===== config.mk =====
export PLATFORM = sky130hd
export DESIGN_NAME = id_decode_stage
export DESIGN_NICKNAME = d
export VERILOG_FILES = /design/src/rtl/id_decode_stage.sv
export SDC_FILE = /design/constraint.sdc
export NUM_CORES = 1
export LEC_CHECK = 0
export ABC_AREA = 1
export CAP_MARGIN = 20
export CORE_MARGIN = 3
export CORE_UTILIZATION = 53
export CTS_CLUSTER_SIZE = 40
export DETAILED_ROUTE_END_ITERATION = 16
export GPL_TIMING_DRIVEN = 0
export PLACE_DENSITY = 0.81
export SYNTH_ARGS = -nofsm -noshare
export SYNTH_HDL_FRONTEND = slang
export SYNTH_SLANG_ARGS = --single-unit

===== constraint.sdc =====
create_clock -name clk_i -period 1.9 [get_ports clk_i]
set_input_delay 0.38 -clock clk_i [delete_from_list [all_inputs] [get_ports clk_i]]
set_output_delay 0.38 -clock clk_i [all_outputs]
set_load 0.005 [all_outputs]

===== src/rtl/id_decode_stage.sv =====
// Pipelined RV32I decode stage: combinational decode feeding an output register plus a one-entry skid buffer.
// Define ID_RV32M_EN to decode the RV32M multiply/divide group (OP with funct7=0000001).
module id_decode_stage #(
  parameter int XLEN  = 32,
  parameter int ALU_W = 5
) (
  input  logic             clk_i,
  input  logic             rst_i,
  input  logic             flush_i,
  input  logic             in_valid_i,
  output logic             in_ready_o,
  input  logic [31:0]      inst_i,
  output logic             out_valid_o,
  input  logic             out_ready_i,
  output logic [ALU_W-1:0] alu_type_o,
  output logic [4:0]       rd_o,
  output logic [4:0]       rs1_o,
  output logic [4:0]       rs2_o,
  output logic [XLEN-1:0]  imm_o,
  output logic             reg_we_o,
  output logic             mem_rd_o,
  output logic             mem_wr_o,
  output logic             illegal_o
);

  localparam logic [6:0] OPC_OP     = 7'b0110011;
  localparam logic [6:0] OPC_OP_IMM = 7'b0010011;
  localparam logic [6:0] OPC_LUI    = 7'b0110111;
  localparam logic [6:0] OPC_LOAD   = 7'b0000011;
  localparam logic [6:0] OPC_STORE  = 7'b0100011;

  localparam logic [4:0] ALU_NOP   = 5'd0;
  localparam logic [4:0] ALU_ADD   = 5'd1;
  localparam logic [4:0] ALU_SUB   = 5'd2;
  localparam logic [4:0] ALU_SLL   = 5'd3;
  localparam logic [4:0] ALU_SLT   = 5'd4;
  localparam logic [4:0] ALU_SLTU  = 5'd5;
  localparam logic [4:0] ALU_XOR   = 5'd6;
  localparam logic [4:0] ALU_SRL   = 5'd7;
  localparam logic [4:0] ALU_SRA   = 5'd8;
  localparam logic [4:0] ALU_OR    = 5'd9;
  localparam logic [4:0] ALU_AND   = 5'd10;
  localparam logic [4:0] ALU_PASSB = 5'd11;

  typedef struct packed {
    logic [ALU_W-1:0] alu;
    logic [4:0]       rd;
    logic [4:0]       rs1;
    logic [4:0]       rs2;
    logic [XLEN-1:0]  imm;
    logic             regWe;
    logic             memRd;
    logic             memWr;
    logic             illegal;
  } decode_t;

  typedef enum logic [1:0] {EMPTY, FULL, SKID} state_t;

  state_t  state_q;
  decode_t outData_q, skidData_q, decode_d;

  logic [6:0] opcode, funct7;
  logic [2:0] funct3;
  logic [4:0] aluCode;
  logic       legal;

  assign opcode = inst_i[6:0];
  assign funct3 = inst_i[14:12];
  assign funct7 = inst_i[31:25];

  // Register-register ALU ops with funct7=0 share the funct3 ordering of the immediate forms.
  function automatic logic [4:0] baseOp(input logic [2:0] f3);
    case (f3)
      3'd0:    baseOp = ALU_ADD;
      3'd1:    baseOp = ALU_SLL;
      3'd2:    baseOp = ALU_SLT;
      3'd3:    baseOp = ALU_SLTU;
      3'd4:    baseOp = ALU_XOR;
      3'd5:    baseOp = ALU_SRL;
      3'd6:    baseOp = ALU_OR;
      default: baseOp = ALU_AND;
    endcase
  endfunction

  always_comb begin
    decode_d = '0;
    aluCode  = ALU_NOP;
    legal    = 1'b0;
    case (opcode)
      OPC_OP: begin
        legal          = 1'b1;
        decode_d.regWe = 1'b1;
        decode_d.rd    = inst_i[11:7];
        decode_d.rs1   = inst_i[19:15];
        decode_d.rs2   = inst_i[24:20];
        case (funct7)
          7'b0000000: aluCode = baseOp(funct3);
          7'b0100000: begin
            if (funct3 == 3'd0)      aluCode = ALU_SUB;
            else if (funct3 == 3'd5) aluCode = ALU_SRA;
            else                     legal   = 1'b0;
          end
`ifdef ID_RV32M_EN
          7'b0000001: aluCode = 5'd16 + {2'b00, funct3};
`endif
          default:    legal = 1'b0;
        endcase
      end
      OPC_OP_IMM: begin
        legal          = 1'b1;
        decode_d.regWe = 1'b1;
        decode_d.rd    = inst_i[11:7];
        decode_d.rs1   = inst_i[19:15];
        decode_d.imm   = XLEN'($signed(inst_i[31:20]));
        aluCode        = baseOp(funct3);
        if (funct3 == 3'd1 && funct7 != 7'b0000000) begin
          legal = 1'b0;
        end else if (funct3 == 3'd5) begin
          if (funct7 == 7'b0100000)      aluCode = ALU_SRA;
          else if (funct7 != 7'b0000000) legal   = 1'b0;
        end
      end
      OPC_LUI: begin
        legal          = 1'b1;
        aluCode        = ALU_PASSB;
        decode_d.regWe = 1'b1;
        decode_d.rd    = inst_i[11:7];
        decode_d.imm   = XLEN'($signed({inst_i[31:12], 12'b0}));
      end
      OPC_LOAD: begin
        legal          = 1'b1;
        aluCode        = ALU_ADD;
        decode_d.regWe = 1'b1;
        decode_d.memRd = 1'b1;
        decode_d.rd    = inst_i[11:7];
        decode_d.rs1   = inst_i[19:15];
        decode_d.imm   = XLEN'($signed(inst_i[31:20]));
      end
      OPC_STORE: begin
        legal          = 1'b1;
        aluCode        = ALU_ADD;
        decode_d.memWr = 1'b1;
        decode_d.rs1   = inst_i[19:15];
        decode_d.rs2   = inst_i[24:20];
        decode_d.imm   = XLEN'($signed({inst_i[31:25], inst_i[11:7]}));
      end
      default: legal = 1'b0;
    endcase
    if (legal) begin
      decode_d.alu = ALU_W'(aluCode);
    end else begin
      decode_d         = '0;
      decode_d.illegal = 1'b1;
    end
  end

  // Occupancy FSM; the skid slot only fills when EX stalls while the output register is held.
  always_ff @(posedge clk_i) begin
    if (rst_i) begin
      state_q    <= EMPTY;
      outData_q  <= '0;
      skidData_q <= '0;
    end else if (flush_i) begin
      state_q <= EMPTY;
    end else begin
      case (state_q)
        EMPTY: begin
          if (in_valid_i) begin
            outData_q <= decode_d;
            state_q   <= FULL;
          end
        end
        FULL: begin
          if (in_valid_i && out_ready_i) begin
            outData_q <= decode_d;
          end else if (in_valid_i) begin
            skidData_q <= decode_d;
            state_q    <= SKID;
          end else if (out_ready_i) begin
            state_q <= EMPTY;
          end
        end
        SKID: begin
          if (out_ready_i) begin
            outData_q <= skidData_q;
            state_q   <= FULL;
          end
        end
        default: state_q <= EMPTY;
      endcase
    end
  end

  assign in_ready_o  = (state_q != SKID);
  assign out_valid_o = (state_q != EMPTY);
  assign alu_type_o  = outData_q.alu;
  assign rd_o        = outData_q.rd;
  assign rs1_o       = outData_q.rs1;
  assign rs2_o       = outData_q.rs2;
  assign imm_o       = outData_q.imm;
  assign reg_we_o    = outData_q.regWe;
  assign mem_rd_o    = outData_q.memRd;
  assign mem_wr_o    = outData_q.memWr;
  assign illegal_o   = outData_q.illegal;

endmodule


==> flow_metrics.tcl <==
set metrics [dict create \
    run_status "finished, final reports clean" \
    flop_and_latch_count_out_of_synthesis 112 \
    synth-async-reset-ratio 0 \
    floorplan.die.height_um 106 \
    portBuffers 91 \
    critical_path.startpoint_type "primary input" \
    synth_cells 753 \
    post_dr_vias_cell 5.95 \
    timing.critical_path.required_ps 2160 \
    hold_path_class "primary input to register" \
    core_area_um2 9460 \
    worst_setup_hold_path_clk_slew_ps 120 \
    area_delta_synth_final_pct 31.7 \
    hold_buffers 0 \
    grt_antenna_before_repair 0 \
    worstPathBufferInverterCount 3 \
    antenna_left 0 \
    intPower_mw 3.33 \
    via_count 5963 \
    cts_buf_count 9 \
    fraction_of_synthesized_cell_area_taken_by_the_top_area_cell_type 0.426 \
    clock-root-buffer "sky130_fd_sc_hd__clkbuf_8" \
    cp_top_family "simple AND/OR/NAND/NOR gates" \
    synth_area_leaders "sky130_fd_sc_hd__dfxtp_1, sky130_fd_sc_hd__a21oi_1, sky130_fd_sc_hd__nand2_1, sky130_fd_sc_hd__o21ai_0, sky130_fd_sc_hd__nand3_1" \
    cell_breakdown_of_the_critical_path "clkdlybuf4s50_1 > nor2_2 > nand2_4 > inv_4 > nand2_4 > nand2_2 > nor2_4 > nand2_8 > buf_6 > nand2_1 > nand2_1 > nand2_1 > a21oi_1" \
    ys_seq_area_frac 0.426 \
    fp.dieArea_um2 11200 \
    worst_slack_at_placement_ps -570 \
    synthesis.yosys.warnings 0 \
    worst_path_max_delay_cell "sky130_fd_sc_hd__clkdlybuf4s50_1" \
    floorplan.die.width_um 106 \
    post_layout_nets 905 \
    final.hold.worst_slack_ps 347 \
    synth.distinct_cells 34 \
    switching_power_mw 1.26 \
    wire_length_of_the_first_global_routing_pass_um 28700 \
    summed_instance_area_of_the_synthesized_netlist_um2 5260 \
    post-place-cells 973 \
    ioPinCount 95 \
    grt-ovfl-total 0 \
    cts_tree "yes" \
    layout_min_cycle_time_ps 1840 \
    p_seq_frac 0.535 \
    critical_path.most_common_cell "sky130_fd_sc_hd__nand2_1" \
    detail_route.wl_per_cell_um 18.0 \
    rsz_0062_raised_after_global_routing "yes" \
    combPwrFrac 0.135 \
    drt-total-wl_um 18000 \
    clock_tree.htree_level_count 3 \
    synthMostInstantiatedCell "sky130_fd_sc_hd__nand2_1" \
    clkPwrFrac 0.330 \
    cts_buffer_depth 2 \
    timing.final.ws_setup_ps 62.5 \
    critical_path_peak_fanout 6 \
    half_perimeter_wire_length_after_detailed_placement_um 13000 \
    post_synthesis_net_count 790 \
    drive_above_1_share 0.148 \
    skew_ps 9.26 \
    synthFlopType "sky130_fd_sc_hd__dfxtp_1" \
    arrival_ps 2100 \
    sw_frac_of_total 0.275 \
    drv_cap 0 \
    grt_max_degree 20 \
    floorplan.rows 35 \
    timing_worst_setup_path_type "primary input to register" \
    slew_violations 0 \
    power.density_nw_per_um2 664 \
    yosysTopAreaCell "sky130_fd_sc_hd__dfxtp_1" \
    final-hold-violation-count 0 \
    place_congestion 0.963 \
    synth_edf_count 0 \
    first_pass_iters 6 \
    cts.sink_count 112 \
    vdd.ir_drop.worst_uv 466 \
    overall_power_consumption_mw 4.60 \
    post_layout_nonfiller_instances 1002 \
    worst_pin_slew_ps 655 \
    vias_in_the_first_global_route 5728 \
    insertedDiodeCount 0 \
    grt_use_total 0.318 \
    post_synth.cell_area_avg_um2 6.98 \
    drc 0 \
    initial_utilization 0.556 \
    detail_route.iter0.violations 597 \
    slew-limit-headroom 0.561 \
    timing.final.crit_share 0.967 \
    power_leakage_nw 2.89 \
    timing.final.setup_violations 0 \
    clkLatencyLatePin_ps 370 \
    timing.critical_path.slowest_cell_delay_ps 510 \
    timing.critical_path.to_type "register" \
    post_synth_most_frequent_cells "sky130_fd_sc_hd__nand2_1, sky130_fd_sc_hd__a21oi_1, sky130_fd_sc_hd__dfxtp_1, sky130_fd_sc_hd__o21ai_0, sky130_fd_sc_hd__nor2_1" \
    fmax_ghz 0.544 \
]
-- registers in the layout (all words and copies together), names as in the netlist --
| signal | flops |
|---|---|
| mem_rd_o | 1 |
| mem_wr_o | 1 |
| rs1_o | 5 |
| state_q | 2 |
| illegal_o | 1 |
| rs2_o | 5 |
| alu_type_o | 4 |
| reg_we_o | 1 |
| rd_o | 5 |
| skidData_q | 55 |
| imm_o | 32 |
-- placed cells by master, fill, tap and decap left out, types with 3 or more instances in the layout --
cell | netlist | final
sky130_fd_sc_hd__nand3_1 | 44 | 42
sky130_fd_sc_hd__clkdlybuf4s50_1 | 0 | 80
sky130_fd_sc_hd__nand3_2 | 1 | 3
sky130_fd_sc_hd__nand4_1 | 21 | 21
sky130_fd_sc_hd__nor2_1 | 58 | 51
sky130_fd_sc_hd__clkbuf_2 | 6 | 9
sky130_fd_sc_hd__buf_6 | 0 | 5
sky130_fd_sc_hd__buf_4 | 12 | 23
sky130_fd_sc_hd__nand2_2 | 2 | 14
sky130_fd_sc_hd__clkbuf_1 | 25 | 20
sky130_fd_sc_hd__clkbuf_4 | 0 | 5
sky130_fd_sc_hd__a21oi_1 | 137 | 131
sky130_fd_sc_hd__nor2_2 | 4 | 7
sky130_fd_sc_hd__dfxtp_1 | 112 | 110
sky130_fd_sc_hd__buf_2 | 17 | 7
sky130_fd_sc_hd__inv_1 | 23 | 17
sky130_fd_sc_hd__nand2_4 | 1 | 6
sky130_fd_sc_hd__a21oi_2 | 0 | 6
sky130_fd_sc_hd__dlygate4sd2_1 | 0 | 8
sky130_fd_sc_hd__nor2_4 | 0 | 4
sky130_fd_sc_hd__inv_2 | 5 | 6
sky130_fd_sc_hd__nand2_1 | 152 | 135
sky130_fd_sc_hd__a31oi_1 | 7 | 7
sky130_fd_sc_hd__inv_4 | 0 | 4
sky130_fd_sc_hd__o21ai_0 | 103 | 99
sky130_fd_sc_hd__o21ai_1 | 4 | 8
sky130_fd_sc_hd__clkbuf_8 | 0 | 9
-- metrics by stage --
stage               area [um^2]  utilization  setup TNS [ps]
finish                     6920        0.732               0
global route               6920        0.732            -296
CTS                        6640        0.702               0
detailed placement         6330        0.669          -50640
global placement           6330        0.669          -46170
floorplan                  5260            -               0
-- cells by family (layout without fill, tap and decap cells) --
kind of cell / count (synthesis) / in the layout / synth area share
and+or+nand+nor: 293 / 294 / 0.244
AOI/OAI and AO/OA: 255 / 255 / 0.247
buffers and inverters: 90 / 209 / 0.0783
other: 1 / 1 / 0.000713
xor gates and xnor gates: 1 / 1 / 0.00167
DFF: 112 / 112 / 0.426
muxes: 1 / 1 / 0.00190
-- power groups by stage --
stage          combinational, mW  sequential, mW  clock (mW)
3_5_place_dp               0.575            2.51           0
6_report                   0.620            2.46        1.52
5_1_grt                    0.674            2.47        1.60
4_1_cts                    0.583            2.46        1.52
3_3_place_gp               0.566            2.51           0
2_1_floorplan              0.260            2.51           0
-- final timing paths --
path | from | end | slack (ps) | cells past startpoint
worst min register to register | imm_o[12]$_SDFFE_PP0P_ | imm_o[12]$_SDFFE_PP0P_ | 470 | 2
worst max-delay path | inst_i[3] | imm_o[22]$_SDFFE_PP0P_ | 60 | 13
worst max register to register | state_q[1]$_SDFFE_PP0P_ | imm_o[10]$_SDFFE_PP0P_ | 120 | 8
worst min-delay path | out_ready_i | state_q[1]$_SDFFE_PP0P_ | 350 | 2
-- layout make-up --
class / count / area (um^2)
Multi-Input combinational cell: 552 / 2770
Fill cell: 814 / 2540
Sequential cell: 112 / 2240
Timing Repair Buffer: 104 / 1030
Buffer: 61 / 389
Tap cell: 129 / 161
Clock buffer: 10 / 128
Inverter: 28 / 119
Clock inverter: 6 / 77.6
-- per-layer routing --
metal	track usage	wire length, um	vias up
li1	-	-	2788
met1	0.411	7240	2775
met2	0.524	8480	344
met3	0.0539	1630	56
met4	0.135	651	0
met5	0	0	-
-- timing repair --
| action | CTS | global route |
|---|---|---|
| hold endpoints to repair | 0 | 0 |
| cloned | 0 | 3 |
| setup endpoints to repair | 98 | 110 |
| pin swaps | 3 | 15 |
| setup buffers | 4 | 7 |
| resized for setup | 40 | 69 |
No activity file was read; power rests on OpenSTA's default activity.
